**src/rtl/uart_cmd_if.sv**
```systemverilog
// uart_cmd_if: serialises register-access commands (R/W + address + data)
// into UART TX bytes, MSB first, and assembles read responses from UART RX
// bytes into a read word.
// Optional feature: define UART_CMD_TIMEOUT_EN to abort a read after
// TIMEOUT_CYCLES clocks without a received byte (pulses read_timeout).
//
// Handshake: a command transfers on a rising clk edge where cmd_valid and
// cmd_ready are both high; cmd_ready is high only while idle, and cmd/cmd_valid
// are not looked at otherwise. tx_en/tx_done, rx_done, read_valid and
// read_timeout are single-cycle pulses with no back-pressure.
module uart_cmd_if #(
  parameter int ADDR_BYTES     = 1,
  parameter int DATA_BYTES     = 1,
  parameter int TIMEOUT_CYCLES = 1_000_000
) (
  input  logic                                   clk,
  input  logic                                   rst,
  input  logic [8*ADDR_BYTES+8*DATA_BYTES-1:0]   cmd,
  input  logic                                   cmd_valid,
  output logic                                   cmd_ready,
  output logic [8*DATA_BYTES-1:0]                read_data,
  output logic                                   read_valid,
  output logic                                   read_timeout,
  output logic [7:0]                             tx_data,
  output logic                                   tx_en,
  input  logic                                   tx_done,
  input  logic [7:0]                             rx_data,
  input  logic                                   rx_done
);

  localparam int CMD_W  = 8*ADDR_BYTES + 8*DATA_BYTES;
  localparam int DATA_W = 8*DATA_BYTES;
  localparam int CNT_W  = $clog2(ADDR_BYTES + DATA_BYTES + 1);

  localparam logic [CNT_W-1:0] HDR_CNT = CNT_W'(ADDR_BYTES);
  localparam logic [CNT_W-1:0] ALL_CNT = CNT_W'(ADDR_BYTES + DATA_BYTES);
  localparam logic [CNT_W-1:0] RD_LAST = CNT_W'(DATA_BYTES - 1);

  typedef enum logic [1:0] {
    IDLE      = 2'd0,
    SEND_REQ  = 2'd1,
    SEND_WAIT = 2'd2,
    RECV      = 2'd3
  } state_e;

  state_e             state_q, state_d;
  logic [CMD_W-1:0]   shift_q, shift_d;
  logic [CNT_W-1:0]   cnt_q, cnt_d;
  logic [CNT_W-1:0]   total_q, total_d;
  logic               rw_q, rw_d;
  logic [DATA_W-1:0]  asm_q, asm_d;
  logic [DATA_W-1:0]  read_data_q, read_data_d;
  logic               read_valid_q, read_valid_d;
  logic               cmd_ready_q, cmd_ready_d;
  logic [7:0]         tx_data_q, tx_data_d;
  logic               tx_en_q, tx_en_d;

  // Helpers: next byte counter, shifted command, and assembly with the new RX byte.
  logic [CNT_W-1:0]   cnt_inc;
  logic [CMD_W-1:0]   shift_nxt;
  logic [DATA_W+7:0]  asm_cat;
  logic [DATA_W-1:0]  asm_nxt;

  assign cnt_inc   = cnt_q + CNT_W'(1);
  assign shift_nxt = shift_q << 8;
  assign asm_cat   = {asm_q, rx_data};
  assign asm_nxt   = asm_cat[DATA_W-1:0];

`ifdef UART_CMD_TIMEOUT_EN
  localparam logic [23:0] TMO_LAST = 24'(TIMEOUT_CYCLES - 1);
  logic [23:0] tmo_q, tmo_d;
  logic        read_timeout_q, read_timeout_d;
`else
  // Timeout disabled: the parameter only exists for interface compatibility.
  logic [23:0] unused_tmo;
  assign unused_tmo = 24'(TIMEOUT_CYCLES);
`endif

  // Next-state and registered-output logic for the command FSM.
  always_comb begin
    state_d      = state_q;
    shift_d      = shift_q;
    cnt_d        = cnt_q;
    total_d      = total_q;
    rw_d         = rw_q;
    asm_d        = asm_q;
    read_data_d  = read_data_q;
    read_valid_d = 1'b0;
    cmd_ready_d  = 1'b0;
    tx_data_d    = tx_data_q;
    tx_en_d      = 1'b0;
`ifdef UART_CMD_TIMEOUT_EN
    tmo_d          = tmo_q;
    read_timeout_d = 1'b0;
`endif
    case (state_q)
      IDLE: begin
        // cmd_ready_q gates acceptance so nothing is taken while it is still low after reset.
        if (cmd_valid && cmd_ready_q) begin
          shift_d   = cmd;
          cnt_d     = '0;
          rw_d      = cmd[CMD_W-1];
          total_d   = cmd[CMD_W-1] ? ALL_CNT : HDR_CNT;
          tx_data_d = cmd[CMD_W-1 -: 8];
          tx_en_d   = 1'b1;
          state_d   = SEND_REQ;
        end else begin
          cmd_ready_d = 1'b1;
        end
      end
      SEND_REQ, SEND_WAIT: begin
        // A tx_done coincident with tx_en (SEND_REQ) counts for the byte just started.
        if (state_q == SEND_REQ) state_d = SEND_WAIT;
        if (tx_done) begin
          shift_d = shift_nxt;
          cnt_d   = cnt_inc;
          if (cnt_inc != total_q) begin
            tx_data_d = shift_nxt[CMD_W-1 -: 8];
            tx_en_d   = 1'b1;
            state_d   = SEND_REQ;
          end else if (rw_q) begin
            cmd_ready_d = 1'b1;
            state_d     = IDLE;
          end else begin
            cnt_d   = '0;
            state_d = RECV;
`ifdef UART_CMD_TIMEOUT_EN
            tmo_d   = '0;
`endif
          end
        end
      end
      RECV: begin
        if (rx_done) begin
          asm_d = asm_nxt;
          cnt_d = cnt_inc;
`ifdef UART_CMD_TIMEOUT_EN
          tmo_d = '0;
`endif
          if (cnt_q == RD_LAST) begin
            read_data_d  = asm_nxt;
            read_valid_d = 1'b1;
            cmd_ready_d  = 1'b1;
            state_d      = IDLE;
          end
        end
`ifdef UART_CMD_TIMEOUT_EN
        else if (tmo_q == TMO_LAST) begin
          read_timeout_d = 1'b1;
          cmd_ready_d    = 1'b1;
          state_d        = IDLE;
        end else begin
          tmo_d = tmo_q + 24'd1;
        end
`endif
      end
      default: begin
        cmd_ready_d = 1'b1;
        state_d     = IDLE;
      end
    endcase
  end

  // State and output registers with synchronous reset.
  always_ff @(posedge clk) begin
    if (rst) begin
      state_q      <= IDLE;
      shift_q      <= '0;
      cnt_q        <= '0;
      total_q      <= '0;
      rw_q         <= 1'b0;
      asm_q        <= '0;
      read_data_q  <= '0;
      read_valid_q <= 1'b0;
      cmd_ready_q  <= 1'b0;
      tx_data_q    <= '0;
      tx_en_q      <= 1'b0;
    end else begin
      state_q      <= state_d;
      shift_q      <= shift_d;
      cnt_q        <= cnt_d;
      total_q      <= total_d;
      rw_q         <= rw_d;
      asm_q        <= asm_d;
      read_data_q  <= read_data_d;
      read_valid_q <= read_valid_d;
      cmd_ready_q  <= cmd_ready_d;
      tx_data_q    <= tx_data_d;
      tx_en_q      <= tx_en_d;
    end
  end

`ifdef UART_CMD_TIMEOUT_EN
  // Read inactivity counter and timeout pulse register.
  always_ff @(posedge clk) begin
    if (rst) begin
      tmo_q          <= '0;
      read_timeout_q <= 1'b0;
    end else begin
      tmo_q          <= tmo_d;
      read_timeout_q <= read_timeout_d;
    end
  end
  assign read_timeout = read_timeout_q;
`else
  assign read_timeout = 1'b0;
`endif

  assign cmd_ready  = cmd_ready_q;
  assign read_data  = read_data_q;
  assign read_valid = read_valid_q;
  assign tx_data    = tx_data_q;
  assign tx_en      = tx_en_q;

endmodule
```
**config.mk**
```make
export PLATFORM = sky130hd
export DESIGN_NAME = uart_cmd_if
export DESIGN_NICKNAME = d
export VERILOG_FILES = /design/src/rtl/uart_cmd_if.sv
export SDC_FILE = /design/constraint.sdc
export NUM_CORES = 1
export LEC_CHECK = 0
export CAP_MARGIN = 25
export CORE_ASPECT_RATIO = 1.1
export CORE_UTILIZATION = 52
export CTS_CLUSTER_DIAMETER = 80
export DETAILED_ROUTE_END_ITERATION = 10
export DONT_BUFFER_PORTS = 1
export PLACE_DENSITY = 0.68
export REMOVE_ABC_BUFFERS = 1
export SYNTH_ARGS = -nofsm -noshare
export SYNTH_HDL_FRONTEND = slang
export SYNTH_SLANG_ARGS = --single-unit
```
**constraint.sdc**
```tcl
create_clock -name clk -period 2.1 [get_ports clk]
set_clock_uncertainty 0.1 [all_clocks]
set_input_delay 0.315 -clock clk [delete_from_list [all_inputs] [get_ports clk]]
set_output_delay 0.315 -clock clk [all_outputs]
set_load 0.005 [all_outputs]
```
# == Yosys cells after proc, flatten, opt, wreduce, memory -nomap -nowiden ==
# Cells that the tools add are included.
# op_classes
add_sub_neg,1
multipliers,0
n_div,0
n_lt_le_gt_ge,0
eq_ne,10
n_shift,0
mux,33
bitwise_logic,1
reduce_logical,12
# op_table
cell,count
$mux 8,5
$pmux 8 s2,2
$mux 2,13
$pmux 2 s3,2
$ne 2x2->1 const B,5
$mux 1,9
$reduce_and 3->1,3
$reduce_and 4->1,2
$eq 2x2->1 const B,2
$logic_not 2->1,2
$reduce_or 2->1,2
$ne 3x3->1 const B,1
$pmux 1 s3,1
$add 2x1->2 const B,1
$eq 2x1->1 const B,1
$ne 2x2->1,1
$pmux 1 s2,1
$reduce_and 2->1,1
$reduce_bool 2->1,1
$logic_and 1x1->1,1
$not 1->1,1
# totals
regBits,34
latch_bits,0
ramBits,0
mem_bits_ro,0
out_inout_bits,20
wordCells,67
memories,0

# == Depth between registers and ports, before layout ==
# Gate-level depths: netlist of the first run.
# logic_depth
depth_word,5
ltp_mapped,8
depth_no_buf,7

# == Worst setup path after synthesis of the first run ==
# OpenSTA, ideal clock, no wires.
# synth_timing
path_kind,reg-to-reg
start,register cnt_q[0]
end,"register tx_data_q[0], in the netlist tx_data[0]"
t_arrival_ns,1.873
path_slack_ns,0.046
stages_incl_launch_ff,9
path_buffers,1
synth_period_minus_slack_ns,2.054
cell_sequence,dfxtp_1 -> inv_1 -> ha_1 -> ha_1 -> nor2b_1 -> nand2_1 -> and2_1 -> buf_4 -> a211oi_2
# synth_via
elab_chain_cells,4
# synth_rtl
item,line_no,rtl
from (decl),48,"logic [CNT_W-1:0] cnt_q, cnt_d;"
from (signal assigned),181,cnt_q <= cnt_d;
$add 2x1->2,64,assign cnt_inc = cnt_q + CNT_W'(1);
$ne 2x2->1,117,if (cnt_inc != total_q) begin
$ne 2x2->1 (no line),--,
$reduce_and 4->1 (no line),--,
to (signal assigned),188,tx_data_q <= tx_data_d;
to (decl),55,"logic [7:0] tx_data_q, tx_data_d;"
# Every way passes these cells.
# A chain may end at the register's enable or synchronous reset.

# == Final worst setup path of the first run ==
# layout_timing
start,register cnt_q[0]
end,"register tx_data_q[2], in the netlist tx_data[2]"
# The elaborated chain is that of the path after synthesis.

==> results.sh, run 1 <==
export IMPL_clock_root_buffer="clkbuf_4"
export IMPL_grt_max_degree=32
export IMPL_cts_buffers=5
export IMPL_die_w_um=55.45
export IMPL_worstHoldStart="rx_data[5]"
export IMPL_synth_avg_cell_area_sq_um=9.180
export IMPL_critPathLaunch="cnt_q[0]$_SDFFE_PP0P_"
export IMPL_crit_chain="inv_1, ha_1, ha_1, nor2b_1, nand2_1, and2_1, buf_4, a211oi_2"
export IMPL_cp_top_family="adder cells"
export IMPL_wl_per_cell_um=14.79
export IMPL_cp_start_kind="flip-flop"
export IMPL_path_buf_inv=2
export IMPL_slowest_delay_ns=0.34
export IMPL_status="finished, final reports clean"
export IMPL_period_needed_ns=1.961
export IMPL_ir_worst_vdd_uv=879.4
export IMPL_dr_pass1_iters=4
export IMPL_final_max_slew_viol_count=0
export IMPL_max_cap_viol_count=0
export IMPL_hpwl_mm=2.308
export IMPL_nNetsFinal=222
export IMPL_cts_clk_slew_worst_paths_ns=0.09
export IMPL_ff2ff_setup_slack_ns=0.14
export IMPL_die_area_sq_um=3371
export IMPL_top_usage_layer="met2"
export IMPL_total_power_w=0.002395
export IMPL_globalRoute_totalOverflow=0
export IMPL_yosysMostFrequentCell="dfxtp_1"
export IMPL_cts_sinks=33
export IMPL_cts_tree="done"
export IMPL_diodes=0
export IMPL_htree_levels=2
export IMPL_fin_crit_sh_pct=93.40
export IMPL_finalSetupViolations=0
export IMPL_syn2layout_area_growth_pct=13.71
export IMPL_grtUsageMet1_pct=22.34
export IMPL_critPathMaxFanout=6
export IMPL_async_flop_share_pct=0
export IMPL_seq_area_frac_synth_pct=40.43
export IMPL_portBuffers=0
export IMPL_synth_edf_count=0
export IMPL_cpMaxStageDelayCell="dfxtp_1"
export IMPL_netlist_top_cells_count="33 x dfxtp_1, 21 x nand2_1, 19 x nor2_1, 18 x mux2i_1, 17 x a21oi_1"
export IMPL_hold_viol_final=0
export IMPL_synth_cell_types=37
export IMPL_ys_ff_latch=33
export IMPL_dieHeight_um=60.80
export IMPL_path_common_cell="ha_1"
export IMPL_power_density_nw_per_um2=1289
export IMPL_grt_pass1_wl_mm=5.437
export IMPL_grt_pass1_vias=1232
export IMPL_grt_setup_unrepaired="no"
export IMPL_p_leak_nw=0.7184
export IMPL_synth_flop_cell="dfxtp_1"
export IMPL_vias=1291
export IMPL_cp_arrival_ns=2.12
export IMPL_yosysWarnings=0
export IMPL_antenna_found_initial=0
export IMPL_insertion_delay_ns=0.34
export IMPL_finalCoreUtilization_pct=64.57
export IMPL_hold_slack_ns=0.01326
export IMPL_critPathKind="flip-flop to flip-flop"
export IMPL_gr_usage_met3_pct=7.036
export IMPL_rows=20
export IMPL_synth_top_cell_by_area="dfxtp_1"
export IMPL_initial_utilization_pct=56.78
export IMPL_reg2reg_from="cnt_q[0]$_SDFFE_PP0P_"
export IMPL_grt_use_total_pct=21.06
export IMPL_dpl_worst_slack_ns=0.07204
export IMPL_met2_usage_pct=39.76
export IMPL_core_area_sq_um=2878
export IMPL_netlist_area_sq_um=1634
export IMPL_layout_drive_gt1_share_pct=16.49
export IMPL_netlist_instances=178
export IMPL_end_kind="flip-flop"
export IMPL_fin_ws_ns=0.1385
export IMPL_gp_congestion=0.8327
export IMPL_io_pins=49
export IMPL_max_freq_mhz=509.8
export IMPL_synth_top_area_share_pct=40.43
export IMPL_synth_area_top_cells="dfxtp_1 40%, mux2i_1 11%, a211oi_2 6.1%"
export IMPL_hp_class="input pin to flip-flop"
export IMPL_post_cts_buffers=0
export IMPL_cp_data_required_time_ns=2.26
export IMPL_fillers=244
export IMPL_wl_mm=3.268
export IMPL_drt_iter0_drc=29
export IMPL_ant_nets=0
export IMPL_clk_path_buf_depth=2
export IMPL_drc=0
export IMPL_vias_per_cell=5.842
## registers in the layout, indices dropped and copies added (netlist names)
| name | count |
|---|---|
| state_q | 2 |
| read_valid | 1 |
| cnt_q | 2 |
| read_data | 8 |
| tx_data | 8 |
| tx_en | 1 |
| cmd_ready | 1 |
| total_q | 2 |
| shift_q | 8 |
## power breakdown
part | leakage, nW | internal, W | total [W] | switching [W]
Sequential | 0.269 | 0.000768 | 0.000867 | 0.0000997
Clock | 0.0455 | 0.000284 | 0.000492 | 0.000208
Combinational | 0.404 | 0.000510 | 0.00104 | 0.000526
## stage by stage
stage          cell area [sq um]  cells  setup TNS, ns
5_1_grt                     1858    221              0
4_1_cts                     1842    221              0
3_3_place_gp                1687    207              0
2_1_floorplan               1565    165         -7.262
3_5_place_dp                1687    207              0
6_report                    1858    221              0
## kinds of logic after synthesis
logic type	count (synthesis)	share of synthesized area [%]
AOI/OAI and AO/OA	39	19.68
xor gates and xnor gates	2	1.072
adders and majority gates	6	4.594
buffers and inverters	19	5.589
DFF	33	40.43
muxes	18	11.03
other	1	0.2295
and+or+nand+nor	60	17.38
## routing by layer
layer | vias up | wire (um)
met3 | 7 | 215
met2 | 46 | 1695
met1 | 605 | 1317
met4 | 0 | 39
met5 | - | 0
li1 | 633 | -
## worst reg2reg max path, delay by kind of cell (launching register included)
family	cells	cell delay, ns
buffers and inverters	2	0.21
and+or+nand+nor	3	0.41
AOI/OAI and AO/OA	1	0.18
adders and majority gates	2	0.66
DFF	1	0.34
## path summary, 6_finish.rpt
| check | to | cells after the start |
|---|---|---|
| setup / recovery | tx_data[2]$_SDFFE_PP0P_ | 8 |
| hold / removal | read_data[5]$_SDFFE_PP0P_ | 2 |
| setup reg to reg | tx_data[2]$_SDFFE_PP0P_ | 8 |
| hold reg to reg | cnt_q[1]$_SDFFE_PP0P_ | 1 |
## cells in the final DEF, fill, tap and decap left out, types with 2 or more instances in the layout
cell | Yosys | layout
a211oi_1 | 2 | 2
a211oi_2 | 8 | 8
a21o_1 | 3 | 3
a21oi_1 | 17 | 17
and3_1 | 2 | 2
buf_12 | 0 | 2
buf_4 | 3 | 7
clkbuf_4 | 0 | 5
dfxtp_1 | 33 | 33
dlygate4sd3_1 | 0 | 5
ha_1 | 6 | 5
inv_1 | 6 | 6
mux2i_1 | 18 | 18
nand2_1 | 21 | 21
nor2_1 | 19 | 19
nor2b_1 | 9 | 9
nor3_1 | 2 | 2
## cell type report
| type | instances | area (sq um) | area share (%) |
|---|---|---|---|
| clock buffer | 7 | 55.05 | 2.963 |
| clock inverter | 1 | 30.03 | 1.616 |
| inverter | 6 | 22.52 | 1.212 |
| multi-input combinational | 126 | 894.6 | 48.15 |
| sequential | 33 | 660.6 | 35.56 |
| tap | 33 | 41.29 | 2.222 |
| timing repair buffer | 15 | 153.9 | 8.283 |
## timing repair
action,in CTS,in global routing
hold buffers,6,0
gates resized for setup,0,2
setup endpoints to repair,0,8
hold endpoints to repair,31,0
Note: power is estimated with default switching activity, not from simulation.
==> run 2, diff against run 1 <==
--- a/config.mk
+++ b/config.mk
@@ -11,6 +11,7 @@
 export CTS_CLUSTER_DIAMETER = 80
 export DETAILED_ROUTE_END_ITERATION = 10
 export DONT_BUFFER_PORTS = 1
+export GPL_TIMING_DRIVEN = 0
 export PLACE_DENSITY = 0.68
 export REMOVE_ABC_BUFFERS = 1
 export SYNTH_ARGS = -nofsm -noshare
==> results.sh, run 2 (same netlist as run 1, synthesis figures left out) <==
export IMPL_dpl_cell_count=198
export IMPL_core_area_sq_um=2878
export IMPL_path_buf_inv=1
export IMPL_clock_root_buffer="clkbuf_4"
export IMPL_portBuffers=0
export IMPL_ff2ff_setup_slack_ns=0.13
export IMPL_power_density_nw_per_um2=1249
export IMPL_die_w_um=55.45
export IMPL_clk_path_buf_depth=2
export IMPL_grt_setup_unrepaired="no"
export IMPL_status="finished, final reports clean"
export IMPL_max_cap_viol_count=0
export IMPL_wl_mm=3.474
export IMPL_gr_usage_met3_pct=6.183
export IMPL_max_freq_mhz=508.3
export IMPL_wl_per_cell_um=15.94
export IMPL_tns_ns=0
export IMPL_cpMaxStageDelayCell="or4_4"
export IMPL_r2r_end="cnt_q[1]$_SDFFE_PP0P_"
export IMPL_critPathMaxFanout=7
export IMPL_final_common_cell="dfxtp_1"
export IMPL_endpoint="cnt_q[1]$_SDFFE_PP0P_"
export IMPL_rows=20
export IMPL_hold_slack_ns=0.004661
export IMPL_p_leak_nw=0.6842
export IMPL_finalSetupViolations=0
export IMPL_cp_data_required_time_ns=2.29
export IMPL_cp_arrival_ns=2.16
export IMPL_critPathLaunch="state_q[1]$_SDFFE_PP0P_"
export IMPL_switchingPower_w=0.0008713
export IMPL_cp_top_family="simple AND/OR/NAND/NOR gates"
export IMPL_cts_buffers=5
export IMPL_globalRoute_totalOverflow=0
export IMPL_period_needed_ns=1.967
export IMPL_total_power_w=0.002275
export IMPL_grtUsageMet1_pct=22.89
export IMPL_drc=0
export IMPL_final_cell_mix="31 x dfxtp_1, 21 x nand2_1, 19 x nor2_1, 18 x mux2i_1, 17 x a21oi_1"
export IMPL_met2_usage_pct=38.21
export IMPL_ant_nets=0
export IMPL_drt_iter0_drc=46
export IMPL_syn2layout_area_growth_pct=11.49
export IMPL_insertion_delay_ns=0.34
export IMPL_design_area_sq_um=1822
export IMPL_seqPwrFrac_pct=38.7
export IMPL_end_kind="flip-flop"
export IMPL_final_max_slew_viol_count=0
export IMPL_fillers=248
export IMPL_multi_input_area_sq_um=918.4
export IMPL_hold_viol_final=0
export IMPL_fin_crit_sh_pct=93.68
export IMPL_grt_max_degree=32
export IMPL_cp_start_kind="flip-flop"
export IMPL_vias_per_cell=5.839
export IMPL_cts_tree="done"
export IMPL_hp_class="input pin to flip-flop"
export IMPL_p_sw_share_pct=38.31
export IMPL_cts_clk_slew_worst_paths_ns=0.10
export IMPL_slowest_delay_ns=0.49
export IMPL_hpwl_mm=2.201
export IMPL_grt_pass1_wl_mm=5.285
export IMPL_top_usage_layer="met2"
export IMPL_initial_utilization_pct=56.78
export IMPL_crit_chain="inv_1, ha_4, nor2b_4, or4_4, a2111oi_2, a21o_1"
export IMPL_vias=1273
export IMPL_antenna_found_initial=0
export IMPL_nNetsFinal=220
export IMPL_dpl_instance_area_sq_um=1607
export IMPL_combPwrFrac_pct=44.9
export IMPL_ir_worst_vdd_uv=976.4
export IMPL_reg2reg_from="state_q[1]$_SDFFE_PP0P_"
export IMPL_grt_pass1_vias=1188
export IMPL_seq_area_sq_um=663.1
export IMPL_die_area_sq_um=3371
export IMPL_critPathKind="flip-flop to flip-flop"
export IMPL_rr_worst_depth=6
export IMPL_dieHeight_um=60.80
export IMPL_htree_levels=2
export IMPL_io_pins=49
export IMPL_p_int_w=0.001403
export IMPL_clkPwrFrac_pct=16.4
export IMPL_grt_use_total_pct=21.06
export IMPL_gp_congestion=0.8234
export IMPL_dr_pass1_iters=4
export IMPL_diodes=0
export IMPL_crit_cells=6
export IMPL_cts_sinks=33
export IMPL_final_cells=218
export IMPL_layout_drive_gt1_share_pct=17.84
[run 2: timing repair]
item / CTS / global route
buffers inserted: 3 / 2
resized for setup: 6 / 3
pin swaps: 2 / 1
endpoints found under the hold margin: 31 / 1
hold buffers: 6 / 1
endpoints found under the setup margin: 20 / 16
cloned: 0 / 1
[run 2: through the flow]
stage	worst slack, ns	utilization, %
floorplan	-0.5861	-
global placement	-1.118	55.83
detailed placement	-1.153	55.83
CTS	0.01440	61.74
global route	0.06168	63.30
finish	0.1328	63.30
[run 2: area by class of cell]
type                            count  area share [%]
Clock buffer                        6           2.816
Multi-Input combinational cell    127           50.41
Timing Repair Buffer               12           6.456
Tap cell                           33           2.266
Clock inverter                      1          0.4121
Inverter                            6           1.236
Sequential cell                    33           36.40
[run 2: power by group through the flow]
stage	registers, W	logic (W)	clock network, W
after floorplan	0.000861	0.000723	0
after global placement	0.000883	0.000828	0
after detailed placement	0.000890	0.000853	0
after CTS	0.000877	0.000981	0.000382
after global routing	0.000895	0.00110	0.000409
final	0.000880	0.00102	0.000373
[run 2: how the worst min path moves through the flow]
stage | cells past startpoint | startpoint | slack [ns] | to
2_1_floorplan | 1 | rst | 0.28 | tx_data[0]$_SDFFE_PP0P_
3_3_place_gp | 1 | rst | 0.28 | tx_data[4]$_SDFFE_PP0P_
3_5_place_dp | 1 | rst | 0.28 | tx_data[4]$_SDFFE_PP0P_
4_1_cts | 2 | rx_data[3] | 0.003 | read_data[3]$_SDFFE_PP0P_
5_1_grt | 2 | rx_data[2] | 0.005 | read_data[2]$_SDFFE_PP0P_
6_report | 2 | rx_data[5] | 0.005 | read_data[5]$_SDFFE_PP0P_
[run 2: routing by layer]
metal  share of wire, %  up-vias
met5                  0        -
met4                2.0        0
met3                6.0        7
met2                 51       44
met1                 41      597
li1                   -      625
==> run 3, diff against run 2 <==
--- a/config.mk
+++ b/config.mk
@@ -5,6 +5,7 @@
 export SDC_FILE = /design/constraint.sdc
 export NUM_CORES = 1
 export LEC_CHECK = 0
+export ABC_AREA = 1
 export CAP_MARGIN = 25
 export CORE_ASPECT_RATIO = 1.1
 export CORE_UTILIZATION = 52
==> constraint.sdc (replaced) <==
create_clock -name clk -period 1.75 [get_ports clk]
set_clock_uncertainty 0.1 [all_clocks]
set_input_delay 0.2625 -clock clk [delete_from_list [all_inputs] [get_ports clk]]
set_output_delay 0.2625 -clock clk [all_outputs]
set_load 0.005 [all_outputs]
==> results.sh, run 3 <==
export IMPL_cts_clk_slew_worst_paths_ns=0.10
export IMPL_synth_top_area_share_pct=41.48
export IMPL_core_area_sq_um=2828
export IMPL_netlist_top_cells_count="51 x nand2_1, 33 x dfxtp_1, 23 x nor2_1, 22 x a21oi_1, 17 x inv_1"
export IMPL_grt_use_total_pct=25.13
export IMPL_hold_slack_ns=-0.1295
export IMPL_grt_pass1_wl_mm=5.782
export IMPL_whs_endpoint="cnt_q[1]$_SDFFE_PP0P_"
export IMPL_fin_crit_sh_pct=101.7
export IMPL_clkPwrFrac_pct=14.8
export IMPL_power_density_nw_per_um2=1670
export IMPL_grt_pass1_vias=1324
export IMPL_dpl_worst_slack_ns=-0.7308
export IMPL_synth_edf_count=0
export IMPL_grt_setup_unrepaired="yes"
export IMPL_synth_top_cell_by_area="dfxtp_1"
export IMPL_io_pins=49
export IMPL_netlist_area_sq_um=1593
export IMPL_status="finished with violations"
export IMPL_failed_checks="hold timing, setup timing"
export IMPL_p_int_w=0.001759
export IMPL_combPwrFrac_pct=48.5
export IMPL_final_cell_mix="50 x nand2_1, 29 x dfxtp_1, 23 x nor2_1, 21 x a21oi_1"
export IMPL_final_common_cell="nand2_1"
export IMPL_cpMaxStageDelayCell="dfxtp_2"
export IMPL_p_sw_share_pct=40.97
export IMPL_synth_avg_cell_area_sq_um=7.585
export IMPL_vias=1417
export IMPL_switchingPower_w=0.001221
export IMPL_die_area_sq_um=3289
export IMPL_wl_mm=3.655
export IMPL_hp_class="input pin to flip-flop"
export IMPL_cp_data_required_time_ns=1.90
export IMPL_period_needed_ns=1.779
export IMPL_crit_chain="inv_2, ha_4, ha_4, inv_4, nand2_4, nor2_4, a21oi_4, nand2_1, nand2_1, nor2_1"
export IMPL_wl_per_cell_um=14.74
export IMPL_globalRoute_totalOverflow=0
export IMPL_cp_start_kind="flip-flop"
export IMPL_cts_sinks=33
export IMPL_grt_max_degree=25
export IMPL_cts_tree="done"
export IMPL_yosysMostFrequentCell="nand2_1"
export IMPL_hold_depth=1
export IMPL_synth_area_top_cells="dfxtp_1 41%, nand2_1 12%, a21oi_1 6.9%"
export IMPL_max_freq_mhz=562.1
export IMPL_r2r_end="tx_data[3]$_SDFFE_PP0P_"
export IMPL_async_flop_share_pct=0
export IMPL_fin_ws_ns=-0.02916
export IMPL_diodes=0
export IMPL_portBuffers=0
export IMPL_drt_iter0_drc=41
export IMPL_insertion_delay_ns=0.34
export IMPL_synth_cell_types=26
export IMPL_worstHoldStart="rst"
export IMPL_gp_congestion=0.8219
export IMPL_yosysWarnings=0
export IMPL_dr_pass1_iters=4
export IMPL_htree_levels=2
export IMPL_final_max_slew_viol_count=0
export IMPL_design_area_sq_um=1784
export IMPL_hpwl_mm=2.275
export IMPL_syn2layout_area_growth_pct=12.02
export IMPL_max_cap_viol_count=0
export IMPL_netlist_instances=210
export IMPL_clk_path_buf_depth=2
export IMPL_ant_nets=0
export IMPL_rr_worst_depth=10
export IMPL_end_kind="flip-flop"
export IMPL_rows=20
export IMPL_clock_root_buffer="clkbuf_4"
export IMPL_initial_utilization_pct=56.33
export IMPL_p_leak_nw=0.6936
export IMPL_nNetsFinal=250
export IMPL_seqPwrFrac_pct=36.7
export IMPL_synth_flop_cell="dfxtp_1"
export IMPL_layout_drive_gt1_share_pct=15.81
export IMPL_slowest_delay_ns=0.35
export IMPL_ff2ff_setup_slack_ns=-0.03
export IMPL_antenna_found_initial=0
export IMPL_ys_ff_latch=33
export IMPL_dieHeight_um=60.05
export IMPL_seq_area_frac_synth_pct=41.48
export IMPL_cp_arrival_ns=1.92
export IMPL_drc=0
export IMPL_ir_worst_vdd_uv=935.1
export IMPL_fillers=264
export IMPL_vias_per_cell=5.714
export IMPL_critPathMaxFanout=8
export IMPL_die_w_um=54.77
export IMPL_critPathKind="flip-flop to flip-flop"
export IMPL_finalSetupViolations=9
export IMPL_reg2reg_from="cnt_q[0]$_SDFFE_PP0P_"
export IMPL_dpl_instance_area_sq_um=1573
export IMPL_cts_buffers=5
export IMPL_hold_viol_final=23
## run 3: layout make-up
type                       count  area [sq um]  area share (%)
inverter                      20         77.57           4.348
multi-input combinational    149         883.3           49.51
timing repair buffer           6         61.31           3.436
clock buffer                   7         55.05           3.086
tap                           33         41.29           2.314
sequential                    33         665.6           37.31
## run 3: layer usage
layer,GRT usage (%),share of wire (%),vias up
li1,-,-,689
met4,13.19,2.1,0
met1,30.27,40,667
met5,0,0,-
met3,8.142,6.3,9
met2,38.90,51,52
## run 3: how the worst max path moves through the flow
stage                             from                      end  slack [ns]  cells past startpoint
4_1_cts          cnt_q[0]$_SDFFE_PP0P_  tx_data[2]$_SDFFE_PP0P_       0.007                     10
6_report         cnt_q[0]$_SDFFE_PP0P_  tx_data[3]$_SDFFE_PP0P_       -0.03                     10
3_5_place_dp   state_q[0]$_SDFFE_PP0P_  tx_data[3]$_SDFFE_PP0P_       -0.73                      7
2_1_floorplan  state_q[0]$_SDFFE_PP0P_  tx_data[0]$_SDFFE_PP0P_       -0.32                      7
3_3_place_gp   state_q[0]$_SDFFE_PP0P_  tx_data[2]$_SDFFE_PP0P_       -0.69                      7
5_1_grt          cnt_q[0]$_SDFFE_PP0P_  tx_data[2]$_SDFFE_PP0P_       -0.09                     10
## run 3: worst max-delay path: cells and delay by family (launching register included)
family | cells | cell delay (ns)
adders and majority gates | 2 | 0.52
DFF | 1 | 0.35
and+or+nand+nor | 5 | 0.34
AOI/OAI and AO/OA | 1 | 0.28
buffers and inverters | 2 | 0.10
## run 3: logic make-up after synthesis
logic type      Yosys count  share of synthesized area, %
simple gates            103                         28.59
flops                    33                         41.48
compound gates           30                         11.39
buf+inv                  29                         8.562
mux                       8                         5.028
fa+ha+maj                 6                         4.713
other cells               1                        0.2354
## run 3: power groups by stage
stage                     combinational, W  clock, W  sequential (W)
after floorplan                   0.000926         0         0.00106
after global placement             0.00108         0         0.00109
after global routing               0.00159  0.000478         0.00112
final                              0.00144  0.000441         0.00109
after detailed placement           0.00111         0         0.00110
after CTS                          0.00139  0.000453         0.00109
## run 3: what timing repair did
| action | 4_1_cts | 5_1_grt |
|---|---|---|
| buffers inserted | 6 | 0 |
| gates resized for setup | 14 | 7 |
| pin swaps | 9 | 10 |
| setup endpoints to repair | 22 | 18 |
| hold endpoints to repair | 23 | 23 |
| gates cloned | 1 | 0 |
## run 3: through the flow
| stage | hold WS, ns | TNS, ns | utilization, % | total power [W] | std cells |
|---|---|---|---|---|---|
| after CTS | -0.1355 | 0 | 62.12 | 0.002929 | 248 |
| after detailed placement | 0.2364 | -10.89 | 55.62 | 0.002209 | 234 |
| after floorplan | 0.2316 | -3.907 | - | 0.001988 | 201 |
| after global placement | 0.2336 | -9.998 | 55.62 | 0.002174 | 234 |
| final | -0.1295 | -0.07971 | 63.10 | 0.002979 | 248 |
| after global routing | -0.1434 | -0.6273 | 63.10 | 0.003190 | 248 |
